## config.mk

```make
export PLATFORM = sky130hd
export DESIGN_NAME = alu_seq
export DESIGN_NICKNAME = d
export VERILOG_FILES = /design/src/rtl/alu_seq.sv
export SDC_FILE = /design/constraint.sdc
export NUM_CORES = 1
export LEC_CHECK = 0
export BUFFER_PORTS_ARGS = -buffer_cell sky130_fd_sc_hd__buf_4
export CAP_MARGIN = 20
export CORE_MARGIN = 3
export CORE_UTILIZATION = 55
export DETAILED_ROUTE_END_ITERATION = 6
export HOLD_SLACK_MARGIN = 0.15
export PLACE_DENSITY_LB_ADDON = 0.2
export SLEW_MARGIN = 20
export SYNTH_ARGS = -nofsm -noshare
export SYNTH_HDL_FRONTEND = slang
export SYNTH_SLANG_ARGS = --single-unit
```

## constraint.sdc

```tcl
create_clock -name clk_i -period 6.6 [get_ports clk_i]
set_input_delay 0.33 -clock clk_i [delete_from_list [all_inputs] [get_ports clk_i]]
set_output_delay 0.33 -clock clk_i [all_outputs]
set_load 0.005 [all_outputs]
```

## src/rtl/alu_seq.sv

```systemverilog
// alu_seq: sequential ALU with a valid/ready request side and a valid/ready
// result side. Single-cycle ops finish one cycle after accept. MUL is an
// iterative shift-add that takes WIDTH extra cycles. c and flags are
// registered and change only when a new result is produced.
module alu_seq #(
  parameter int WIDTH  = 8,
  parameter bit MUL_EN = 1'b1
) (
  input  logic             clk_i,
  input  logic             rst_i,
  input  logic [3:0]       op_i,
  input  logic [WIDTH-1:0] a_i,
  input  logic [WIDTH-1:0] b_i,
  input  logic             in_valid_i,
  output logic             in_ready_o,
  output logic [WIDTH-1:0] c_o,
  output logic [7:0]       flags_o,
  output logic             out_valid_o,
  input  logic             out_ready_i
);

  localparam int PW = 2 * WIDTH;
  localparam int CW = (WIDTH > 1) ? $clog2(WIDTH) : 1;

  // Flag bit positions. Bits 7:5 are never written, so they read as 0.
  localparam int F_EQ  = 0;
  localparam int F_GRT = 1;
  localparam int F_ZER = 2;
  localparam int F_CY  = 3;
  localparam int F_NEG = 4;

  typedef enum logic [1:0] {S_IDLE, S_MUL, S_DONE} state_e;

  state_e           state_q;
  logic [WIDTH-1:0] c_q;
  logic [7:0]       flags_q;
  logic [WIDTH-1:0] a_q, b_q;
  logic [CW-1:0]    cnt_q;
  logic [PW-1:0]    prod_q;

  logic             accept;
  logic             is_mul;
  logic [WIDTH:0]   add_w, sub_w;
  logic [WIDTH-1:0] sc_c;
  logic [7:0]       sc_flags;
  logic             sc_cy, sc_upd;
  logic [PW-1:0]    pp, prod_nxt;

  assign accept      = in_valid_i && (state_q == S_IDLE);
  assign is_mul      = MUL_EN && (op_i == 4'd9);
  assign in_ready_o  = (state_q == S_IDLE);
  assign out_valid_o = (state_q == S_DONE);
  assign c_o         = c_q;
  assign flags_o     = flags_q;

  // Single-cycle result and flags, evaluated from the live request so that
  // they can be captured at the accept edge. Unknown opcodes fall through to
  // the default: c = a and flags untouched.
  always_comb begin
    add_w    = {1'b0, a_i} + {1'b0, b_i};
    sub_w    = {1'b0, a_i} - {1'b0, b_i};
    sc_c     = a_i;
    sc_flags = flags_q;
    sc_cy    = 1'b0;
    sc_upd   = 1'b0;
    case (op_i)
      4'd0: begin sc_c = add_w[WIDTH-1:0]; sc_cy = add_w[WIDTH]; sc_upd = 1'b1; end
      // The borrow appears as the extension bit of the widened difference.
      4'd1: begin sc_c = sub_w[WIDTH-1:0]; sc_cy = sub_w[WIDTH]; sc_upd = 1'b1; end
      4'd2: begin sc_c = a_i & b_i; sc_upd = 1'b1; end
      4'd3: begin sc_c = a_i | b_i; sc_upd = 1'b1; end
      4'd4: begin sc_c = a_i ^ b_i; sc_upd = 1'b1; end
      4'd5: begin sc_c = ~a_i;      sc_upd = 1'b1; end
      4'd6: begin
        sc_flags[F_EQ]  = (a_i == b_i);
        sc_flags[F_GRT] = (a_i > b_i);
      end
      4'd7: begin
        sc_c   = {a_i[WIDTH-2:0], 1'b0};
        sc_cy  = a_i[WIDTH-1];
        sc_upd = 1'b1;
      end
      4'd8: begin
        sc_c   = {1'b0, a_i[WIDTH-1:1]};
        sc_cy  = a_i[0];
        sc_upd = 1'b1;
      end
      default: ;
    endcase
    if (sc_upd) begin
      sc_flags[F_ZER] = (sc_c == '0);
      sc_flags[F_CY]  = sc_cy;
      sc_flags[F_NEG] = sc_c[WIDTH-1];
    end
  end

  // One shift-add step: add a << cnt when bit cnt of b is set.
  always_comb begin
    pp       = b_q[cnt_q] ? (PW'(a_q) << cnt_q) : '0;
    prod_nxt = prod_q + pp;
  end

  // Control FSM plus the result registers. Reset has priority over both
  // accept and retire.
  always_ff @(posedge clk_i) begin
    if (rst_i) begin
      state_q <= S_IDLE;
      c_q     <= '0;
      flags_q <= '0;
      a_q     <= '0;
      b_q     <= '0;
      cnt_q   <= '0;
      prod_q  <= '0;
    end else begin
      case (state_q)
        S_IDLE: begin
          if (accept) begin
            if (is_mul) begin
              a_q     <= a_i;
              b_q     <= b_i;
              cnt_q   <= '0;
              prod_q  <= '0;
              state_q <= S_MUL;
            end else begin
              c_q     <= sc_c;
              flags_q <= sc_flags;
              state_q <= S_DONE;
            end
          end
        end
        S_MUL: begin
          prod_q <= prod_nxt;
          cnt_q  <= cnt_q + CW'(1);
          if (cnt_q == CW'(WIDTH - 1)) begin
            c_q            <= prod_nxt[WIDTH-1:0];
            flags_q[F_ZER] <= (prod_nxt[WIDTH-1:0] == '0);
            flags_q[F_CY]  <= (prod_nxt[PW-1:WIDTH] != '0);
            flags_q[F_NEG] <= prod_nxt[WIDTH-1];
            state_q        <= S_DONE;
          end
        end
        S_DONE: begin
          if (out_ready_i) state_q <= S_IDLE;
        end
        default: state_q <= S_IDLE;
      endcase
    end
  end

endmodule

```

# Yosys cells after proc, flatten, opt, wreduce, memory -nomap -nowiden

Index checks and enable logic that the tools add are counted.

Word-level logic and storage cells: 80
Output and inout bits: 18
Register bits: 50

Muxes and demuxes: 27
Add/subtract/negate cells: 4
Magnitude comparators: 2
Eq/ne operators: 19
Bitwise operators: 5
Shift operators: 1
Reductions and logical operators: 14

Operator list:

| kind                                                  | count |
|---|---|
| case mux 8 bit (8 select lines)                       | 1 |
| two-way mux 16 bit                                    | 3 |
| case mux 16 bit (2 select lines)                      | 1 |
| two-way mux 8 bit                                     | 3 |
| adder 16 bit                                          | 1 |
| == test 4 x 3 -> 1 bit, second input constant         | 4 |
| logical NOT 8 bit                                     | 2 |
| case mux 8 bit (2 select lines)                       | 1 |
| << shifter 8 x 3 -> 16 bit                            | 1 |
| two-way mux 3 bit                                     | 4 |
| case mux 3 bit (2 select lines)                       | 2 |
| two-way mux 2 bit                                     | 5 |
| two-way mux 5 bit                                     | 2 |
| adder 8 x 8 -> 9 bit                                  | 1 |
| AND reduction 3 bit                                   | 3 |
| subtractor 8 x 8 -> 9 bit                             | 1 |
| bitwise AND 8 bit                                     | 1 |
| == test 4 x 2 -> 1 bit, second input constant         | 2 |
| == test 4 bit, second input constant                  | 2 |
| == test 8 bit                                         | 1 |
| greater-than comparator 8 bit                         | 1 |
| inequality test 2 x 1 -> 1 bit, second input constant | 4 |
| NOT 8 bit                                             | 1 |
| bitwise OR 8 bit                                      | 1 |
| other kinds (21)                                      | 24 |

# Depth between registers and ports, before layout

Gate-level depths: netlist (run 1).

Depth in word-level cells: 7
Mapped depth: 17
Gate-level depth less buffers: 14

# Worst setup path after synthesis (run 1)

Ideal clock, no wire load.

Kind: register to register
Start point: reg cnt_q[0]
End point: reg flags_q[2], in the netlist flags_o[2]
Cell stages (with the launch flop): 15
Clock period less this slack: 3.669 ns
Data required time: 6.499 ns
Path buffers: 2
Data arrival time: 3.568 ns
Setup slack: 2.931 ns
Path through: dfxtp_1 clkbuf_1 mux4_2 nand2_1 and2_1 clkbuf_1 a21oi_1 ha_1 a21o_1 a221oi_2 xnor2_1 or4_1 nor4b_2 o21ai_1 o41ai_1

Longest elaborated chain between the ends: 7
Elaborated cells on any way between the ends: 11
Classes of those cells: add/sub: 1; eq/ne: 2; shift: 1; mux: 5; reduce/logical: 2

RTL lines:

| item                                    | line | source |
|---|---|---|
| from (decl)                             | 38   | `logic [CW-1:0] cnt_q;` |
| from (signal assigned)                  | 133  | `cnt_q <= cnt_q + CW'(1);` |
| binary-select mux 1 bit (select 3 bit)  | 99   | `pp = b_q[cnt_q] ? (PW'(a_q) << cnt_q) : '0;` |
| two-way mux 1 bit (implied by the code) | 99   |  |
| two-way mux 16 bit                      | 99   |  |
| adder 16 bit                            | 100  | `prod_nxt = prod_q + pp;` |
| logical NOT 8 bit                       | 136  | `flags_q[F_ZER] <= (prod_nxt[WIDTH-1:0] == '0);` |
| two-way mux 3 bit                       | 134  | `if (cnt_q == CW'(WIDTH - 1)) begin` |
| case mux 3 bit (2 select lines)         | 115  | `case (state_q)` |
| to (signal, indexed assignment)         | 136  |  |
| to (signal, indexed assignment)         | 137  | `flags_q[F_CY] <= (prod_nxt[PW-1:WIDTH] != '0);` |
| to (signal, indexed assignment)         | 138  | `flags_q[F_NEG] <= prod_nxt[WIDTH-1];` |
| to (decl)                               | 36   | `logic [7:0] flags_q;` |

Parallel ways exist; a longest one is shown, timed or not. The select of a mux whose other input is x is not followed.
A chain may end at the register's enable or synchronous reset.

# Worst setup path in the final report (run 1)

Ends and elaborated chain as after synthesis.

==> results of run 1 <==
## power breakdown
group          total (mW)  internal, mW  leakage [nW]  switching, mW
Sequential          0.316         0.310         0.405        0.00591
Combinational       0.194        0.0753          1.70          0.119
Clock               0.197        0.0847        0.0472          0.112
Total               0.707         0.470          2.15          0.237
## routing by layer
metal  up-vias  wire [µm]
met5         -          0
met4         0        521
met3        39        962
met2       209       6880
met1      2367       6420
li1       2381          -
## how the worst max path moves through the flow
stage / startpoint / end / slack [ns]
finish: cnt_q[0] / flags_o[2] / 2.48
global route: cnt_q[0] / flags_o[2] / 2.19
CTS: cnt_q[0] / flags_o[2] / 2.51
detailed placement: cnt_q[0] / flags_o[2] / 2.56
global placement: cnt_q[0] / flags_o[2] / 2.73
floorplan: cnt_q[0] / flags_o[2] / 2.93
## cell type report
type	count	area, µm²
inverter	36	135
clock buffer	6	82.6
tap	105	131
fill	752	3200
multi-input combinational	524	3520
timing repair buffer	40	300
clock inverter	2	12.5
sequential	50	1000
## state kept, by name (all words and copies together), names as in the netlist
name / flops
state_q: 2
a_q: 8
b_q: 8
cnt_q: 3
flags_o: 5
prod_q: 16
c_o: 8
## per-stage QoR
stage                     setup WS, ns  cell area, µm²  hold WS, ns  power (mW)
after floorplan                   2.93            4830        0.441       0.446
after global placement            2.73            5080        0.441       0.510
after detailed placement          2.56            5080        0.450       0.512
after CTS                         2.51            5170        0.317       0.703
after global routing              2.19            5180        0.348       0.737
final                             2.48            5180        0.316       0.707
## cells by family after synthesis
family	count (synthesis)	share of synthesized area
buffers and inverters	77	0.0664
other	1	0.000777
DFF	50	0.207
muxes	20	0.0480
and+or+nand+nor	236	0.243
xor gates and xnor gates	10	0.0182
AOI/OAI and AO/OA	210	0.295
adders and majority gates	45	0.121
## layout by cell type, fill, tap and decap left out, drive strengths merged, types with 4 or more instances in the layout
| cell | instances |
|---|---|
| o211ai | 5 |
| o21bai | 4 |
| dfxtp | 50 |
| nand3 | 13 |
| a31oi | 11 |
| o21ai | 30 |
| nand2b | 14 |
| nand2 | 50 |
| a311oi | 5 |
| a32oi | 7 |
| buf | 40 |
| nor4b | 5 |
| mux2i | 13 |
| xnor2 | 7 |
| o21a | 7 |
| a211o | 4 |
| mux2 | 5 |
| ha | 42 |
| or2 | 6 |
| nor2b | 18 |
| nor2 | 88 |
| o2111ai | 6 |
| a221oi | 9 |
| a22oi | 8 |
| o31ai | 4 |
| a21oi | 61 |
| nor3 | 12 |
| a21o | 12 |
| a211oi | 10 |
| inv | 36 |
| clkbuf | 6 |
## tightest hold or removal path, stage by stage
cell	delay, ns
buf_4	0.08
inv_1	0.03
a21oi_1	0.11
nor2_1	0.05
## synth_stat cells, types with 4 or more instances
cell type  count
buf_2          7
nor2b_1       18
a32oi_1        7
nand3_1       13
o21a_1         7
ha_1          42
a21o_1        12
nand2_1       49
nand2b_1      14
o21bai_1       4
a311oi_1       5
clkbuf_1      24
buf_4          6
o21ai_0       29
a221oi_1       8
dfxtp_1       50
o31ai_1        4
a211o_1        4
a31oi_1       11
xnor2_1        7
nor2_1        88
buf_1          4
a22oi_1        8
inv_1         36
o211ai_1       5
mux2_2         5
or2_2          6
a211oi_1      10
mux2i_1       13
nor3_1        11
a21oi_1       60
o2111ai_1      6
==> impl_metrics.ini, run 1 <==
[run_status]
status = complete, no violations

[critical_path]
rr_worst_depth = 12
crit_arrival_ns = 4.33
worst-path-buf-inv = 0
cp-end-kind = flop
crit_cells = 12
critPathMaxFanout = 19
critPathRequiredTime_ns = 6.81
rr_endpoint = flags_o[2]
cp_slowest_cell = dfxtp_1
cp_top_family = simple AND/OR/NAND/NOR gates
cpPeakStageDelay_ns = 0.82
r2r_slack_ns = 2.48
crit_path_start_kind = flop
r2r_start = cnt_q[0]
worst-setup-path-type = flop to flop
path_cells = mux4_2 > nand2_1 > and2_1 > a21oi_1 > ha_1 > a21o_1 > a221oi_2 > xnor2_1 > or4_1 > nor4b_2 > o21ai_1 > o41ai_1

[placed_design]
gp_congestion = 0.996
io_buffers = 38
dp_cells = 755
hpwlAfterDp_mm = 11.3

[yosys]
syn_area_mm2 = 0.00482
ys_top_cells_by_area = dfxtp_1, ha_1, nor2_1
yosys_warnings = 0
postSynthAreaPerCell_um2 = 7.43
async_reset_ff_frac = 0
synth_top_area_frac = 0.207
netlist_instances = 649
yosysTopAreaCell = dfxtp_1
synth_edf_count = 0
synth-seq-cells = 50
yosysUniqueCellTypes = 72
synth-seq-area-share = 0.207
ys.flop_type = dfxtp_1

[detailed_routing]
route.final.wire_length_mm = 14.8
drt_first_iter_violations = 355
wire_per_inst_um = 19.4
postRouteAntennaNets = 0
dr.pass1.iters = 7
viasPerCell = 6.55
drc = 0
via_count = 4996

[cells_and_area]
postLayoutCoreUtil = 0.618
final_cells = 763
finalNetCount = 726
num_antenna_cells = 0
synthToLayoutAreaGrowth_pct = 7.34
drive_gt1_frac = 0.111

[power_and_ir_drop]
total_leakage_power_nw = 2.15
peakVddDrop_uv = 89.7
power.density_mw_per_mm2 = 136

[sta]
finalSetupViolCount = 0
finClkSkew_ns = 0.00921
slew_violations = 0
hold_viol = 0
relSlewSlack = 0.252
period_share = 0.624
worst_slew_pin_slew_ns = 1.11
fmax_ghz = 0.243
rsz0062_at_grt = false
setup_tns_ns = 0
period_minus_slack_ns = 4.12

[cts]
ctsRootBufferMaster = clkbuf_8
cts_setup_buffers = 0
clkLatencyLatePin_ns = 0.31
clk_pin_slew_ns = 0.10
h-tree-depth = 2
cts.sinks = 50
numCtsBuffers = 5
cts_max_path_buffers = 2
cts_tree = yes
cts_resized = 0
cts_hold_buf = 0

[global_routing]
antenna_found_initial = 0
grt_use_met2 = 0.495
grt_overflow = 0
grt.busiest_layer = met2
track_usage = 0.303
grt_pass1_vias = 4775
grt_pass1_wl_mm = 24.4
use_met3 = 0.0407
grt.met1_usage = 0.399
grt_start_max_net_pins = 48

[die]
die_x_um = 99.7
fp.dieArea_mm2 = 0.00993
core_area_mm2 = 0.00838
io_pins = 42
start_util = 0.576
die_h_um = 99.7
placementRows = 33

[min_path]
hold_class = input port to flop
hold_path_end = state_q[1]
worstHoldStart = out_ready_i
hold_depth = 4

[job]
drv_cap = 0
No activity file was read; power rests on OpenSTA's default activity.
==> run 2: changes to the inputs <==
==> constraint.sdc (replaced) <==
create_clock -name clk_i -period 3.8 [get_ports clk_i]
set_input_delay 0.19 -clock clk_i [delete_from_list [all_inputs] [get_ports clk_i]]
set_output_delay 0.19 -clock clk_i [all_outputs]
set_load 0.005 [all_outputs]
==> run 2 against run 1 <==
  * First-iteration DRC count rose by 19%
  * Clock skew rose by 0.0048 ns
  * Non-clock buffer count grew 7
  * Via count is 0.58% lower
  * Sequential power increased by 73%
  * Global-route usage shrank 0.79 points
  * Final area up 1.0%
  * Critical path type unchanged
  * Flip-flop and latch count unchanged
  * Utilization increased by 0.63 points
  * Highest routed layer unchanged
  * Clock power increased by 77%
  * Maximum frequency increased by 16%
  * Largest power group unchanged
  * Largest cell class unchanged
==> impl_metrics.ini, run 2 (synthesized netlist as in run 1, its figures left out) <==
[global_routing]
grt_pass1_wl_mm = 23.7
grt_overflow = 0
antenna_found_initial = 0
grt_pass1_vias = 4523
grt_start_max_net_pins = 48
track_usage = 0.295

[detailed_routing]
postRouteAntennaNets = 0
drt_first_iter_violations = 422
route.final.wire_length_mm = 14.5
dr.pass1.iters = 5
via_count = 4967
wire_per_inst_um = 18.9
drc = 0
viasPerCell = 6.45

[die]
die_x_um = 99.7
core_area_mm2 = 0.00838
start_util = 0.576
fp.dieArea_mm2 = 0.00993
placementRows = 33
io_pins = 42
die_h_um = 99.7

[cts]
cts_tree = yes
cts.sinks = 50
h-tree-depth = 2
cts_setup_buffers = 0
numCtsBuffers = 5
cts_max_path_buffers = 2
cts_hold_buf = 0
ctsRootBufferMaster = clkbuf_8
clkLatencyLatePin_ns = 0.32
clk_pin_slew_ns = 0.11

[critical_path]
crit_path_start_kind = flop
rr_worst_depth = 12
critPathMaxFanout = 7
crit_arrival_ns = 3.76
r2r_slack_ns = 0.24
worst-setup-path-type = flop to flop
cp-end-kind = flop
r2r_start = cnt_q[0]
critPathRequiredTime_ns = 4.01
rr_endpoint = flags_o[2]

[cells_and_area]
largest_reg_flops = 16
synthToLayoutAreaGrowth_pct = 8.43
finalNetCount = 733
final_common_cell = nor2_1
final_cell_mix = nor2_1, a21oi_1, nand2_1, dfxtp_1, buf_4
top_register = prod_q
drive_gt1_frac = 0.122
num_antenna_cells = 0
postLayoutCoreUtil = 0.624

[sta]
whs_ns = 0.181
slew_violations = 0
hold_viol = 0
finalSetupViolCount = 0
finClkSkew_ns = 0.0140
period_share = 0.936
relSlewSlack = 0.401
period_minus_slack_ns = 3.56
fmax_ghz = 0.281
setup_tns_ns = 0
rsz0062_at_grt = false
worst_slew_pin_slew_ns = 0.896

[min_path]
hold_depth = 4
worstHoldStart = out_ready_i
hold_class = input port to flop
hold_path_end = state_q[1]

[power_and_ir_drop]
peakVddDrop_uv = 201
total_leakage_power_nw = 2.19
power.density_mw_per_mm2 = 236

[placed_design]
hpwlAfterDp_mm = 11.2
io_buffers = 38
gp_congestion = 0.972

[job]
drv_cap = 0

[run_status]
status = complete, no violations
[run 2: layout make-up]
class	instances	area (µm²)
Clock buffer	5	68.8
Clock inverter	3	28.8
Fill cell	808	3150
Inverter	36	135
Multi-Input combinational cell	524	3510
Sequential cell	50	1000
Tap cell	105	131
Timing Repair Buffer	47	353
[run 2: where the power goes]
| group | switching [mW] | internal, mW |
|---|---|---|
| clock | 0.212 | 0.137 |
| sequential | 0.00890 | 0.538 |
| combinational | 0.205 | 0.132 |
| total | 0.426 | 0.807 |
[run 2: metal layers]
metal,part of all wire,global-route usage
met1,0.44,0.402
met2,0.47,0.483
met3,0.059,0.0358
met4,0.035,0.0977
met5,0,0
[run 2: worst max path at each step]
stage	startpoint	to	slack, ns	cells after the start
6_report	cnt_q[0]	flags_o[2]	0.24	12
5_1_grt	cnt_q[1]	flags_o[3]	0.05	14
4_1_cts	cnt_q[0]	flags_o[2]	0.15	12
3_5_place_dp	cnt_q[0]	flags_o[2]	0.19	12
3_3_place_gp	cnt_q[0]	flags_o[2]	0.31	12
2_1_floorplan	cnt_q[0]	flags_o[2]	0.13	14
[run 2: worst max-delay path: stages, from the launching register on]
cell      delay (ns)
dfxtp_2         0.39
mux4_2          0.52
nand2_1         0.17
and2_2          0.24
a21oi_1         0.07
ha_1            0.37
a21o_1          0.25
a221oi_2        0.34
xnor2_1         0.13
or4_1           0.55
nor4b_2         0.27
o21ai_1         0.08
o41ai_1         0.08
[run 2: timing repair]
| action | 4_1_cts | 5_1_grt |
|---|---|---|
| gates resized for setup | 0 | 3 |
| setup endpoints to repair | 0 | 2 |
| hold endpoints to repair | 0 | 0 |
[run 2: through the flow]
step | worst slack, ns | cells | instance area, µm² | power [mW]
floorplan | 0.131 | 651 | 4830 | 0.774
global placement | 0.314 | 762 | 5130 | 0.887
detailed placement | 0.188 | 762 | 5130 | 0.889
CTS | 0.152 | 770 | 5230 | 1.23
global route | 0.0502 | 770 | 5230 | 1.29
finish | 0.245 | 770 | 5230 | 1.23
